===== config.mk =====
export PLATFORM = sky130hd
export DESIGN_NAME = mem_arbiter
export DESIGN_NICKNAME = d
export VERILOG_FILES = /design/src/rtl/risc_pkg.sv /design/src/rtl/mem_arbiter.sv
export SDC_FILE = /design/constraint.sdc
export NUM_CORES = 1
export LEC_CHECK = 0
export CAP_MARGIN = 40
export CELL_PAD_IN_SITES_DETAIL_PLACEMENT = 2
export CELL_PAD_IN_SITES_GLOBAL_PLACEMENT = 2
export CORE_MARGIN = 5
export CORE_UTILIZATION = 11
export CTS_BUF_LIST = sky130_fd_sc_hd__clkbuf_8
export DETAILED_ROUTE_END_ITERATION = 8
export PLACE_DENSITY_LB_ADDON = 0.3
export SLEW_MARGIN = 20
export SYNTH_ARGS = -nofsm -noshare
export SYNTH_HDL_FRONTEND = slang
export SYNTH_SLANG_ARGS = --single-unit

===== constraint.sdc =====
create_clock -name clk -period 5.17 [get_ports clk]
set_clock_uncertainty 0.15 [all_clocks]
set_input_delay 1.2925 -clock clk [delete_from_list [all_inputs] [get_ports clk]]
set_output_delay 1.2925 -clock clk [all_outputs]
set_load 0.02 [all_outputs]

===== src/rtl/risc_pkg.sv =====
// Shared definitions for the memory arbiter: arbiter state encoding, owner codes
// and the default bus widths.
package risc_pkg;

    localparam int DW_DEF = 16;
    localparam int AW_DEF = 16;

    localparam logic [1:0] OWNER_NONE = 2'b00;
    localparam logic [1:0] OWNER_CPU  = 2'b01;
    localparam logic [1:0] OWNER_DMA  = 2'b10;

    // State values double as the owner code driven on the owner port.
    typedef enum logic [1:0] {
        IDLE    = OWNER_NONE,
        GNT_CPU = OWNER_CPU,
        GNT_DMA = OWNER_DMA
    } state_t;

endpackage


===== src/rtl/mem_arbiter.sv =====
// Two-port (CPU / DMA) arbiter for a single synchronous memory with bounded bursts,
// round-robin tie breaking and read-data steering back to the issuing requester.
module mem_arbiter
    import risc_pkg::*;
#(
    parameter int DW        = DW_DEF,
    parameter int AW        = AW_DEF,
    parameter int MAX_BURST = 4
) (
    input  logic          clk,
    input  logic          reset,
    input  logic          cpu_req,
    input  logic          cpu_we,
    input  logic [AW-1:0] cpu_addr,
    input  logic [DW-1:0] cpu_wdata,
    output logic          cpu_ack,
    output logic          cpu_wait,
    output logic          cpu_rvalid,
    output logic [DW-1:0] cpu_rdata,
    input  logic          dma_req,
    input  logic          dma_we,
    input  logic [AW-1:0] dma_addr,
    input  logic [DW-1:0] dma_wdata,
    output logic          dma_ack,
    output logic          dma_rvalid,
    output logic [DW-1:0] dma_rdata,
    output logic [AW-1:0] mem_addr,
    output logic [DW-1:0] mem_dout,
    output logic          mem_we,
    input  logic [DW-1:0] mem_din,
    output logic [1:0]    owner
);

    localparam int CW = $clog2(MAX_BURST + 1);
    localparam logic [CW-1:0] BURST_MAX = CW'(MAX_BURST);

    state_t        state, state_nxt;
    logic [CW-1:0] burst_cnt, burst_cnt_nxt;
    logic          last_dma, last_dma_nxt;
    logic          cpu_rd_pend, dma_rd_pend;
    logic          cpu_go, dma_go, burst_done;

    always_ff @(posedge clk) begin
        if (!reset) begin
            state       <= IDLE;
            burst_cnt   <= '0;
            last_dma    <= 1'b1;
            cpu_rd_pend <= 1'b0;
            dma_rd_pend <= 1'b0;
        end else begin
            state       <= state_nxt;
            burst_cnt   <= burst_cnt_nxt;
            last_dma    <= last_dma_nxt;
            cpu_rd_pend <= cpu_ack & ~cpu_we;
            dma_rd_pend <= dma_ack & ~dma_we;
        end
    end

    always_comb begin
        state_nxt     = state;
        burst_cnt_nxt = burst_cnt;
        last_dma_nxt  = last_dma;
        cpu_go        = (state == GNT_CPU) && cpu_req;
        dma_go        = (state == GNT_DMA) && dma_req;
        // Current ack is the last one allowed while the other side waits.
        burst_done    = (burst_cnt >= BURST_MAX - 1'b1);

        unique case (state)
            IDLE: begin
                if (cpu_req && dma_req) state_nxt = last_dma ? GNT_CPU : GNT_DMA;
                else if (cpu_req)       state_nxt = GNT_CPU;
                else if (dma_req)       state_nxt = GNT_DMA;
            end
            GNT_CPU: begin
                if (!cpu_req)                  state_nxt = dma_req ? GNT_DMA : IDLE;
                else if (dma_req && burst_done) state_nxt = GNT_DMA;
            end
            GNT_DMA: begin
                if (!dma_req)                  state_nxt = cpu_req ? GNT_CPU : IDLE;
                else if (cpu_req && burst_done) state_nxt = GNT_CPU;
            end
            default: state_nxt = IDLE;
        endcase

        if (state_nxt != state) begin
            burst_cnt_nxt = '0;
            if (state_nxt == GNT_CPU) last_dma_nxt = 1'b0;
            if (state_nxt == GNT_DMA) last_dma_nxt = 1'b1;
        end else if ((cpu_go || dma_go) && burst_cnt != BURST_MAX) begin
            burst_cnt_nxt = burst_cnt + 1'b1;
        end
    end

    // Outputs are forced quiet while reset is held, before the state register settles.
    always_comb begin
        cpu_ack    = reset & cpu_go;
        dma_ack    = reset & dma_go;
        cpu_wait   = cpu_req & ~cpu_ack;
        mem_we     = (cpu_ack & cpu_we) | (dma_ack & dma_we);
        owner      = reset ? state : OWNER_NONE;
        cpu_rvalid = reset & cpu_rd_pend;
        dma_rvalid = reset & dma_rd_pend;
        cpu_rdata  = cpu_rvalid ? mem_din : '0;
        dma_rdata  = dma_rvalid ? mem_din : '0;
        mem_addr   = '0;
        mem_dout   = '0;
        if (reset && state == GNT_CPU) begin
            mem_addr = cpu_addr;
            mem_dout = cpu_wdata;
        end else if (reset && state == GNT_DMA) begin
            mem_addr = dma_addr;
            mem_dout = dma_wdata;
        end
    end

    ack_exclusive: assert property (@(posedge clk) !(cpu_ack && dma_ack))
        else $fatal(1, "mem_arbiter: cpu_ack and dma_ack asserted together");

endmodule


== Word level (Yosys, flattened, before mapping) ==
Index checks and enable logic that the tools add are counted.
Operators by class
  add/subtract/negate cells: 1
  reductions and logical operators: 13
  bitwise gates (word level): 14
  magnitude comparators: 1
  eq/ne operators: 6
  muxes and demuxes: 20
Operator list (count)
  two-way mux 16 bit: 6
  two-way mux 2 bit: 10
  bitwise AND 1 bit: 9
  logical AND 1 bit: 8
  one-hot mux 2 bit (3 select lines): 1
  == test 2 x 1 -> 1 bit, second input constant: 2
  == test 2 bit, second input constant: 2
  NOT 1 bit: 4
  adder 3 x 1 -> 3 bit, second input constant: 1
  >= comparator 3 x 2 -> 1 bit, second input constant: 1
  two-way mux 1 bit: 3
  inequality test 3 bit, second input constant: 1
  zero test 2 bit: 1
  inequality test 2 bit: 1
  AND reduction 2 bit: 1
  nonzero test 2 bit: 1
  OR reduction 2 bit: 1
  logical OR 1 bit: 1
  bitwise OR 1 bit: 1
Word-level totals
  flip-flop bits (word level): 8

== Depth between registers and ports, before layout ==
Gate-level depths: netlist (run 1).
  depth after elaboration: 8
  mapped depth: 9
  depth with buffers taken out: 9

== Worst setup path after synthesis (run 1) ==
Ideal clock, no wire load.
  kind: input to output
  start point: input reset
  end point: output mem_we
  cell stages on the path: 3
  arrival time: 2225 ps
  slack: 1502 ps
  buffers on the path: 0
  cell sequence: nand2_1 nor3_1 a22o_1
Between the ends
  word-level cells in the longest chain between the ends: 3
  elaborated cells on any way between the ends: 5
RTL lines
  start, declared: line mem_arbiter.sv:11  | input logic reset,
  bitwise AND 1 bit: line mem_arbiter.sv:97  | dma_ack = reset & dma_go;
  net dma_ack: line mem_arbiter.sv:24  | output logic dma_ack,
  bitwise AND 1 bit: line mem_arbiter.sv:99  | mem_we = (cpu_ack & cpu_we) | (dma_ack & dma_we);
  bitwise OR 1 bit: line mem_arbiter.sv:99
  end, declared: line mem_arbiter.sv:29  | output logic mem_we,
The timed path passes the listed nets, and every way through them passes these cells.

== Worst setup path in the final report (run 1) ==
  start point: input reset
  end point: output mem_dout[2]
Between the ends
  word-level cells in the longest chain between the ends: 3
  elaborated cells on any way between the ends: 4
RTL lines
  logical AND 1 bit: line mem_arbiter.sv:110  | end else if (reset && state == GNT_DMA) begin
  two-way mux 16 bit: line mem_arbiter.sv:110
  two-way mux 16 bit (*): line mem_arbiter.sv:107  | if (reset && state == GNT_CPU) begin
  end, declared: line mem_arbiter.sv:28  | output logic [DW-1:0] mem_dout,
Mark *: on every way between the ends. The rest lies on a longest branch, timed or not.

==> results of run 1 <==
-- worst reg2reg max path, cell delays in order, from the launching register on --
cell and delay [ps]:
dfxtp_1 340, ha_1 210, ha_1 190, a211oi_1 380
a22o_1 210, nand2_1 60, and3_1 200, ha_1 300
o31a_2 350, a211o_1 270
-- worst max-delay path by stage --
stage,endpoint,slack [ps],cells after the start
6_report,mem_dout[2],530,6
5_1_grt,mem_dout[8],360,6
4_1_cts,mem_dout[2],500,6
3_5_place_dp,mem_dout[2],510,6
3_3_place_gp,mem_dout[2],510,6
2_1_floorplan,mem_we,1500,3
-- synth_stat cells (all sizes together), types with 2 or more instances --
master,number,area [um2]
nor2b,2,12.5
dfxtp,8,160
clkbuf,9,33.8
buf,5,31.3
inv,8,30.0
nor2,6,22.5
nand3b,2,15.0
and2,2,12.5
and3,34,213
nor3,3,20.0
a21oi,4,20.0
ha,4,50.1
nand2,5,18.8
a211o,2,17.5
a22o,35,307
-- cell families after synthesis --
logic type	after synthesis	share of synthesized area (%)
AOI/OAI and AO/OA	47	36.7
xor gates and xnor gates	1	0.813
adders and majority gates	4	4.65
buffers and inverters	22	8.83
DFF	8	14.9
muxes	1	0.929
and+or+nand+nor	59	33.2
-- registers in the layout, summed over array words and instances, names as in the netlist --
register	flops
cpu_rd_pend	1
burst_cnt	3
dma_rd_pend	1
state	2
last_dma	1
-- per-layer routing --
metal,global-route usage [%],wire length [um],up-vias
met2,19.3,3460,105
met3,6.45,974,4
met5,0,0,-
met4,1.98,51,0
li1,-,-,844
met1,11.0,2340,802
-- per-stage QoR --
stage	instance area, um2	power (mW)	instances
after global placement	2780	0.243	421
after floorplan	1080	0.136	142
after CTS	2820	0.324	424
after global routing	2820	0.337	424
final	2820	0.317	424
after detailed placement	2780	0.246	421
-- where the power goes --
group	internal [mW]	switching [mW]	total, mW	leakage [nW]
clock network	0.0505	0.0247	0.0752	0.0216
logic	0.106	0.0647	0.170	1.09
registers	0.0650	0.00652	0.0715	0.0652
-- area by class of cell --
cell class	instances	area, um2	area share (%)
tap	133	166	5.90
clock buffer	3	41.3	1.46
multi-input combinational	112	827	29.3
sequential	8	160	5.68
inverter	8	30.0	1.07
timing repair buffer	160	1590	56.5
==> results.ini, run 1 <==
[clock_network]
clkSinkCount=8
hold_buffers=0
htreeDepth=1
clkSlewWorstSetupHoldPaths_ps=40
post_cts_buffers=0
clock_latency_ps=230
numCtsBuffers=3
postCtsResizedCells=0
cts_buffer_depth=2
ctsRootBufferMaster=clkbuf_8
cts_tree=yes

[critical_path]
r2r_start=burst_cnt[0]$_SDFFE_PP0P_
rr_endpoint=last_dma$_SDFFE_PN1P_
endpoint_kind=output pin
worst_ep_required_time_ps=3730
startpoint=reset
worstRegToRegCells=9
max_stage_delay_ps=640
cp-start-kind=input port
cp_slowest_cell=clkdlybuf4s50_1
path_cells=clkdlybuf4s50_1, nand2_1, nor2_2, buf_4, a22o_1, clkdlybuf4s50_1
cp_top_family=buffers and inverters
worstPathMaxFanout=32
path_buf_inv=3
cpMostUsedCell=clkdlybuf4s50_1
path_class=in2out
rrSetupSlack_ps=2410
worstPathArrival_ps=3200

[flow_run]
max-cap-violations=0

[placement]
port_buffers=157
dpl.hpwl_mm=5.79
place_ws_ps=506
gp_congestion=0.724

[route]
via_per_inst=4.14
drtPass1Iterations=3
drc=0
first_iter_violations=57
routedWlPerCell_um=16.1
final_antenna_net_count=0
via_count=1755
wirelength_mm=6.82

[die]
start_util_pct=11.1
die-area_um2=11900
ios=158
fp-row-count=36
core_um2=9680
die_h_um=109
fp.dieW_um=109

[timing]
max_slew_margin_pct=61.0
finalSetupViolCount=0
fmax_mhz=215
finalMaxSlewViolations=0
holdWs_ps=373
hold_violations=0
setup_ws_ps=527
rsz0062_at_grt=no
min_period_over_period_pct=89.8
period_needed_ps=4640
worst_pin_slew_ps=584
setup-tns-final_ps=0

[finish]
nets=383
fill_cells=1105
drive_gt1_share_pct=4.47
final_cell_mix=clkdlybuf4s50_1, a22o_1, and3_1, inv_1, dfxtp_1
area_delta_synth_final_pct=162
antenna_cells=0
final_util_pct=29.1
final_common_cell=clkdlybuf4s50_1

[global_route]
grt_pass1_vias=1956
gr-total-overflow=0
grt_max_degree=38
grt_pass1_wl_mm=10.1
antenna_found_initial=0
track_usage_pct=10.8

[logic_synthesis]
synth_enable_flop_cells=0
yosys_warnings=0
syn_inst=142
ys_ff_latch=8
ys.flop_type=dfxtp_1
synthArstFlopShare_pct=0
avgSynthCellArea_um2=7.59
synth_nets=232
synthDistinctLibCells=30
syn_area_um2=1080
synth-seq-area-share_pct=14.9

[run_status]
status=finished clean

[power_and_ir_drop]
irDropWorstVdd_uv=41.8
p_leak_nw=1.18
power_density_nw_per_um2=112

[worst_hold_path]
holdPathEnd=burst_cnt[2]$_SDFFE_PP0P_
hold_path_class=reg2reg
holdPathStages=2
min-delay-start=burst_cnt[2]$_SDFFE_PP0P_

Power figures use the tool's default switching activity.
==> run 2: changes to the inputs <==
--- a/config.mk
+++ b/config.mk
@@ -12,7 +12,7 @@
 export CORE_UTILIZATION = 11
 export CTS_BUF_LIST = sky130_fd_sc_hd__clkbuf_8
 export DETAILED_ROUTE_END_ITERATION = 8
-export PLACE_DENSITY_LB_ADDON = 0.3
+export PLACE_DENSITY = 0.93
 export SLEW_MARGIN = 20
 export SYNTH_ARGS = -nofsm -noshare
 export SYNTH_HDL_FRONTEND = slang
==> results.ini, run 2 (synthesized netlist as in run 1, its figures left out) <==
[run_status]
status=finished clean

[finish]
drive_gt1_share_pct=4.47  ; unchanged
largest_register_ffs=3  ; unchanged
fill_cells=1108  ; +0.27%
antenna_cells=0  ; unchanged
final_common_cell=clkdlybuf4s50_1
area_delta_synth_final_pct=162  ; unchanged
nets=383  ; unchanged
reg.largest.list=burst_cnt x3, state x2
final_cell_mix=clkdlybuf4s50_1, a22o_1, and3_1, inv_1, dfxtp_1
regMostFlops=burst_cnt

[timing]
finalSetupViolCount=0  ; unchanged
setup-tns-final_ps=0  ; unchanged
finalMaxSlewViolations=0  ; unchanged
period_needed_ps=4690  ; +41.8 ps
fmax_mhz=213  ; -0.89%
min_period_over_period_pct=90.6  ; +0.81 points
max_slew_margin_pct=67.2  ; +6.1 points
rsz0062_at_grt=no
holdWs_ps=388  ; +14.4 ps
worst_pin_slew_ps=492  ; -92.0 ps
hold_violations=0  ; unchanged

[critical_path]
worstPathArrival_ps=3240  ; +40 ps
path_cells=clkdlybuf4s50_1, inv_1, nor3_1, a22o_1, clkdlybuf4s50_1
cpMostUsedCell=clkdlybuf4s50_1
path_class=in2out
cp_slowest_cell=clkdlybuf4s50_1
cp_top_family=buffers and inverters
cp-start-kind=input port
worst_ep_required_time_ps=3730  ; about the same
endpoint_kind=output pin
worstPathMaxFanout=8  ; -75%
path_buf_inv=3  ; unchanged
max_stage_delay_ps=620  ; -20 ps

[worst_hold_path]
hold_path_class=reg2reg

[power_and_ir_drop]
p_leak_nw=1.18  ; unchanged
swShare_pct=31.3  ; +1.0 points
power.switching_mw=0.101  ; +5.1%
combinationalPowerShare_pct=53.8  ; about the same
p_seq_share_pct=22.1  ; -0.5 points
power_density_nw_per_um2=114  ; +1.7%
clkPwrFrac_pct=24.1  ; +0.4 points
power_mw=0.322  ; +1.7%
irDropWorstVdd_uv=52.5  ; +26%
internal_power_mw=0.222  ; +0.18%

[placement]
port_buffers=157  ; unchanged
dpl.hpwl_mm=5.99  ; +3.4%
gp_congestion=0.778  ; +7.4%

[clock_network]
post_cts_buffers=0  ; unchanged
postCtsResizedCells=0  ; unchanged
cts_buffer_depth=2  ; unchanged
clkSlewWorstSetupHoldPaths_ps=40  ; about the same
numCtsBuffers=3  ; unchanged
clock_latency_ps=230  ; about the same
htreeDepth=1  ; unchanged
clkSinkCount=8  ; unchanged
ctsRootBufferMaster=clkbuf_8
hold_buffers=0  ; unchanged
cts_tree=yes

[route]
drc=0  ; unchanged
drtPass1Iterations=4  ; +1
final_antenna_net_count=0  ; unchanged
routedWlPerCell_um=16.6  ; +3.1%
via_count=1768  ; +0.74%
via_per_inst=4.17  ; +0.74%
first_iter_violations=36  ; -37%
wirelength_mm=7.03  ; +3.1%

[die]
fp.dieW_um=109  ; unchanged
start_util_pct=11.1  ; unchanged
fp-row-count=36  ; unchanged
die_h_um=109  ; unchanged
ios=158  ; unchanged
core_um2=9680  ; unchanged
die-area_um2=11900  ; unchanged

[global_route]
busiest_layer=met2
gr-total-overflow=0  ; unchanged
grt_pass1_wl_mm=10.3  ; +1.6%
grt_max_degree=38  ; unchanged
use_met2_pct=21.7  ; +2.4 points
antenna_found_initial=0  ; unchanged
track_usage_pct=10.9  ; +0.079 points
grt_use_met1_pct=11.0  ; +0.051 points
gr-usage-met3_pct=3.26  ; -3.2 points
grt_pass1_vias=2017  ; +3.1%

[flow_run]
max-cap-violations=0  ; unchanged

[run 2: routing by layer]
| layer | wire length [um] | share of wire [%] |
|---|---|---|
| met5 | 0 | 0 |
| met4 | 37 | 0.53 |
| met3 | 654 | 9.3 |
| met2 | 3860 | 55 |
| met1 | 2480 | 35 |
[run 2: layout make-up]
| type | count | area, um2 | share of cell area [%] |
|---|---|---|---|
| Multi-Input combinational cell | 112 | 827 | 29.3 |
| Sequential cell | 8 | 160 | 5.68 |
| Inverter | 8 | 30.0 | 1.07 |
| Timing Repair Buffer | 160 | 1590 | 56.5 |
| Clock buffer | 3 | 41.3 | 1.46 |
| Tap cell | 133 | 166 | 5.90 |
[run 2: worst paths after layout]
path	from	to	slack, ps	cells past startpoint
worst max-delay path	dma_req	mem_we	480	5
worst min-delay path	burst_cnt[2]$_SDFFE_PP0P_	burst_cnt[2]$_SDFFE_PP0P_	390	2
worst max register to register	burst_cnt[0]$_SDFFE_PP0P_	last_dma$_SDFFE_PN1P_	2400	9
worst min register to register	burst_cnt[2]$_SDFFE_PP0P_	burst_cnt[2]$_SDFFE_PP0P_	390	2
[run 2: power groups by stage]
stage	Combinational (mW)	Clock (mW)	Sequential (mW)
after floorplan	0.0678	0	0.0679
after global placement	0.169	0	0.0716
after global routing	0.185	0.0859	0.0718
after detailed placement	0.175	0	0.0722
final	0.173	0.0775	0.0712
after CTS	0.176	0.0803	0.0712
[run 2: worst register-to-register path, stage by stage, from the launching register on]
cell and delay [ps]:
dfxtp_1 340, ha_1 210, ha_1 190, a211oi_1 340
a22o_1 230, nand2_1 70, and3_1 200, ha_1 310
o31a_2 350, a211o_1 260
[run 2: per-stage QoR]
stage                     worst slack, ps  utilization [%]  area [um2]  instances
final                                 485             29.1        2820        424
after global routing                  349             29.1        2820        424
after CTS                             456             29.1        2820        424
after detailed placement              463             28.7        2780        421
after global placement                483             28.7        2780        421
after floorplan                      1500                -        1080        142
==> run 3: changes to the inputs <==
--- a/config.mk
+++ b/config.mk
@@ -5,7 +5,7 @@
 export SDC_FILE = /design/constraint.sdc
 export NUM_CORES = 1
 export LEC_CHECK = 0
-export CAP_MARGIN = 40
+export CAP_MARGIN = 20
 export CELL_PAD_IN_SITES_DETAIL_PLACEMENT = 2
 export CELL_PAD_IN_SITES_GLOBAL_PLACEMENT = 2
 export CORE_MARGIN = 5
==> results of run 3 <==
Same layout as run 2: the final DEF is identical, and so are final timing and power.
